File: config.mk
export PLATFORM = sky130hd
export DESIGN_NAME = func_test_sequencer
export DESIGN_NICKNAME = d
export VERILOG_FILES = /design/src/rtl/func_test_sequencer.sv
export SDC_FILE = /design/constraint.sdc
export NUM_CORES = 1
export LEC_CHECK = 0
export ABC_AREA = 1
export CORE_ASPECT_RATIO = 1.25
export CORE_MARGIN = 2
export CORE_UTILIZATION = 46
export CTS_BUF_LIST = sky130_fd_sc_hd__clkbuf_8 sky130_fd_sc_hd__clkbuf_16
export DETAILED_ROUTE_END_ITERATION = 16
export GPL_TIMING_DRIVEN = 0
export PLACE_DENSITY = 0.83
export SETUP_SLACK_MARGIN = 0.2
export SYNTH_ARGS = -nofsm -noshare
export SYNTH_HDL_FRONTEND = slang
export SYNTH_SLANG_ARGS = --single-unit
File: constraint.sdc
create_clock -name clock -period 1.3 [get_ports clock]
set_input_delay 0.26 -clock clock [delete_from_list [all_inputs] [get_ports clock]]
set_output_delay 0.26 -clock clock [all_outputs]
set_load 0.01 [all_outputs]
File: src/rtl/func_test_sequencer.sv
// Self-test sequencer: walks x through 0..7, samples z/err after settling, checks against a truth table.
// Latency: done in the cycle starting 8*(SETTLE_CYCLES+1) edges after the start edge.
// Backpressure: none; start is taken only in IDLE and ignored while busy (no queuing).
module func_test_sequencer #(
    parameter logic [7:0] TRUTH_TABLE   = 8'b00111001,
    parameter int         SETTLE_CYCLES = 2
) (
    input  logic       clock,
    input  logic       reset_n,
    input  logic       start,
    output logic [2:0] x_out,
    input  logic       z_in,
    input  logic       err_in,
    output logic       busy,
    output logic       done,
    output logic       pass,
    output logic [3:0] fail_count,
    output logic [2:0] first_fail_idx
);

    typedef enum logic [1:0] {
        IDLE   = 2'd0,
        SETTLE = 2'd1,
        SAMPLE = 2'd2,
        DONE   = 2'd3
    } state_t;

    localparam logic [3:0] CNT_LAST = 4'(SETTLE_CYCLES - 1);

    state_t     state, state_nxt;
    logic [2:0] idx, idx_nxt;
    logic [3:0] cnt, cnt_nxt;
    logic [3:0] fail_count_nxt;
    logic [2:0] first_fail_idx_nxt;
    logic       pass_nxt;
    logic       mismatch;

    // An asserted unit error flag counts as a failure even when z happens to match.
    assign mismatch = (z_in != TRUTH_TABLE[idx]) | err_in;

    assign x_out = idx;
    assign busy  = (state != IDLE);
    assign done  = (state == DONE);

    always_ff @(posedge clock or negedge reset_n) begin
        if (!reset_n) begin
            state          <= IDLE;
            idx            <= 3'd0;
            cnt            <= 4'd0;
            fail_count     <= 4'd0;
            first_fail_idx <= 3'd0;
            pass           <= 1'b0;
        end else begin
            state          <= state_nxt;
            idx            <= idx_nxt;
            cnt            <= cnt_nxt;
            fail_count     <= fail_count_nxt;
            first_fail_idx <= first_fail_idx_nxt;
            pass           <= pass_nxt;
        end
    end

    always_comb begin
        state_nxt          = state;
        idx_nxt            = idx;
        cnt_nxt            = cnt;
        fail_count_nxt     = fail_count;
        first_fail_idx_nxt = first_fail_idx;
        pass_nxt           = pass;
        case (state)
            IDLE: begin
                if (start) begin
                    state_nxt          = SETTLE;
                    idx_nxt            = 3'd0;
                    cnt_nxt            = 4'd0;
                    fail_count_nxt     = 4'd0;
                    first_fail_idx_nxt = 3'd0;
                end
            end
            SETTLE: begin
                cnt_nxt = cnt + 4'd1;
                if (cnt == CNT_LAST) begin
                    state_nxt = SAMPLE;
                end
            end
            SAMPLE: begin
                if (mismatch) begin
                    fail_count_nxt = fail_count + 4'd1;
                    if (fail_count == 4'd0) begin
                        first_fail_idx_nxt = idx;
                    end
                end
                if (idx == 3'd7) begin
                    // Verdict includes this final sample, so it uses the updated count.
                    state_nxt = DONE;
                    pass_nxt  = (fail_count_nxt == 4'd0);
                end else begin
                    state_nxt = SETTLE;
                    idx_nxt   = idx + 3'd1;
                    cnt_nxt   = 4'd0;
                end
            end
            DONE: begin
                state_nxt = IDLE;
            end
            default: begin
                state_nxt = IDLE;
            end
        endcase
    end

endmodule
==> metrics.txt <==
status finished with violations; failing checks negative setup slack; Final Max Slew Viols 0; leading area contributor after synthesis dfrtp_1; Synth area leaders dfrtp_1 43%, nand2_1 11%, ha_1 7.6%; worst vdd ir 1520 uV; commonest non-fill, non-tap cell in the layout nand2_1; Highest Signal Layer met4; Crit Path Max Fanout 6; Final Critical Period 1.466 ns; syn nets 132; worst path arrival time between 1.5 and 2 ns; vias in the first global route 950; Post-DP HPWL 1508 um; Syn Std Cell Area 988.4 um2; Root Buffer clkbuf_8; Starting Density 49.31%; Die Span Y roughly 56 um; slowest stage cell, crit path dfrtp_2; routed len/inst 13.97 um; gr usage total about 22%; crit start category flop; first-pass GRT wire length 4064 um; core area between 0.002 and 0.0025 mm2; Fmax ~680 MHz; Max Buffers Root-to-Sink 2; PD cells 1839 mW/mm2; worst min-delay path category primary input to asynchronous set/reset pin; DRC viols 0; final hold viol count 0; Synth cell types 20; Sink Count 17; Synth Register Bits 17; Seq/Total Area, Yosys 43.04%; IO Pins 18; Skew-Pair Late Insertion Delay 0.25 ns; Critical path buffers and inverters 0; RSZ-0062 raised after global routing yes; DR WL met2 1361 um; Row Count 18; die width 45.46 um; relative slew slack 46.91%; GR Overflow Total 0; clock slew at reported path FFs around 0.070 ns; Setup Skew roughly 0.0052 ns; Max-Cap Viols 0; Port Buffers 17; Hold Slack 0.07451 ns; most frequent cells in the layout 26 x nand2_1, 16 x inv_1, 15 x dfrtp_1, 15 x buf_4, 10 x buf_6; Synth top area share 43.04%; area grow syn2layout 46.84%; initial DRC count 17; average size of a mapped cell ~8.2 um2; leakage power 0.0007574 uW; Ant. Diodes 0; WL met1 roughly 1000 um; largest net degree at the start of global routing 18; final period utilization 112.8%; Final GP Congestion 0.8459; final worst-path setup slack -0.1659 ns; Non-Filler Instances 182; Slew @ Worst Pin ~0.79 ns; die area 0.002538 mm2; Final Net Count 174; synth warn 0; hold buffers post-CTS 0; fraction of layout cells with a size suffix above 1 about 41%; CTS H-tree lvls 1; kind of critical path flop to flop; cts bufs inserted 3; routed vias/inst 5.286; critical path, cell by cell ha_4, nand2_4, nand2_4, nand2_4, nand3_4, nand2_1, nand3_1, nor2_1, nand2_1, nand2_1; Core Util, Final approximately 72%; Cells after DPL between 150 and 200; vias a little under 1000; DR WL met3 67 um; Setup Viol. Count Final 18; Synth Instances 121; Required @ worst endpoint 1.49 ns; slowest stage delay, CP between 0.4 and 0.5 ns; delay-heaviest family, CP simple AND/OR/NAND/NOR gates; CTS tree done; initial antenna violation count 0; Pre-antenna DRT Iters 4; Final ANT Viol Nets 0; Post-Route WL around 2500 um; crit end category flop
==> registers in the layout, summed over array words and instances (netlist names) <==
register and cells:
pass 1, first_fail_idx 3, cnt 4, state 2
fail_count 4, x_out 3
==> Yosys cell counts (all sizes together) <==
| cell type | number |
|---|---|
| nor2 | 8 |
| nand3 | 10 |
| nand4 | 5 |
| inv | 19 |
| o22ai | 1 |
| ha | 6 |
| nand2 | 34 |
| or2 | 1 |
| buf | 1 |
| dfrtp | 17 |
| xor2 | 3 |
| a21oi | 1 |
| o21ai | 15 |
==> final timing paths <==
path                                                     from                            end  slack [ns]  cells past startpoint
worst min register to register  first_fail_idx[2]$_DFFE_PN0P_  first_fail_idx[2]$_DFFE_PN0P_        0.48                      2
worst min-delay path                                  reset_n             cnt[2]$_DFFE_PN0P_        0.07                      1
min in group clock              first_fail_idx[2]$_DFFE_PN0P_  first_fail_idx[2]$_DFFE_PN0P_        0.48                      2
max in group asynchronous                             reset_n           x_out[1]$_DFFE_PN0P_        0.68                      1
worst max register to register           x_out[0]$_DFFE_PN0P_               pass$_DFFE_PN0P_       -0.17                     10
worst max-delay path                     x_out[0]$_DFFE_PN0P_               pass$_DFFE_PN0P_       -0.17                     10
==> repair_timing <==
action / 4_1_cts / 5_1_grt
buffers inserted: 14 / 6
pin swaps: 8 / 4
endpoints found under the setup margin: 29 / 40
gates resized for setup: 60 / 20
==> per-layer routing <==
layer	global-route usage, %	up-vias
met2	35.21	21
met1	24.79	467
met5	0	-
met4	13.03	0
li1	-	468
met3	3.896	6
==> cell type report <==
cell class,count,area (um2)
Timing Repair Buffer,37,305.3
Multi-Input combinational cell,84,565.5
Tap cell,20,25.02
Inverter,19,71.32
Clock inverter,1,3.754
Clock buffer,3,41.29
Sequential cell,17,427.9
Fill cell,147,553.0
Buffer,1,11.26
==> where the power goes <==
group          switching (uW)  leakage (uW)  internal (uW)
Combinational             806      0.000507            683
Clock                     178     0.0000269            210
Sequential                120      0.000224            673
==> kinds of logic (layout without fill, tap and decap cells) <==
kind of cell | count (synthesis) | count (layout) | share of synthesized area, %
simple gates | 58 | 58 | 29.62
xor+xnor | 3 | 3 | 2.659
flops | 17 | 17 | 43.04
compound gates | 17 | 17 | 8.734
buf+inv | 20 | 61 | 8.353
fa+ha+maj | 6 | 6 | 7.595
==> metrics by stage <==
stage	instance area, um2	total power (uW)	setup slack (ns)	setup TNS [ns]
global route	1451	2869	-0.2322	-2.685
floorplan	1013	1517	-0.07025	-0.5384
finish	1451	2670	-0.1659	-1.558
detailed placement	1209	1889	-0.2521	-2.710
global placement	1209	1836	-0.2271	-2.208
CTS	1344	2410	-0.1585	-0.9681
Note: power is estimated with default switching activity, not from simulation.
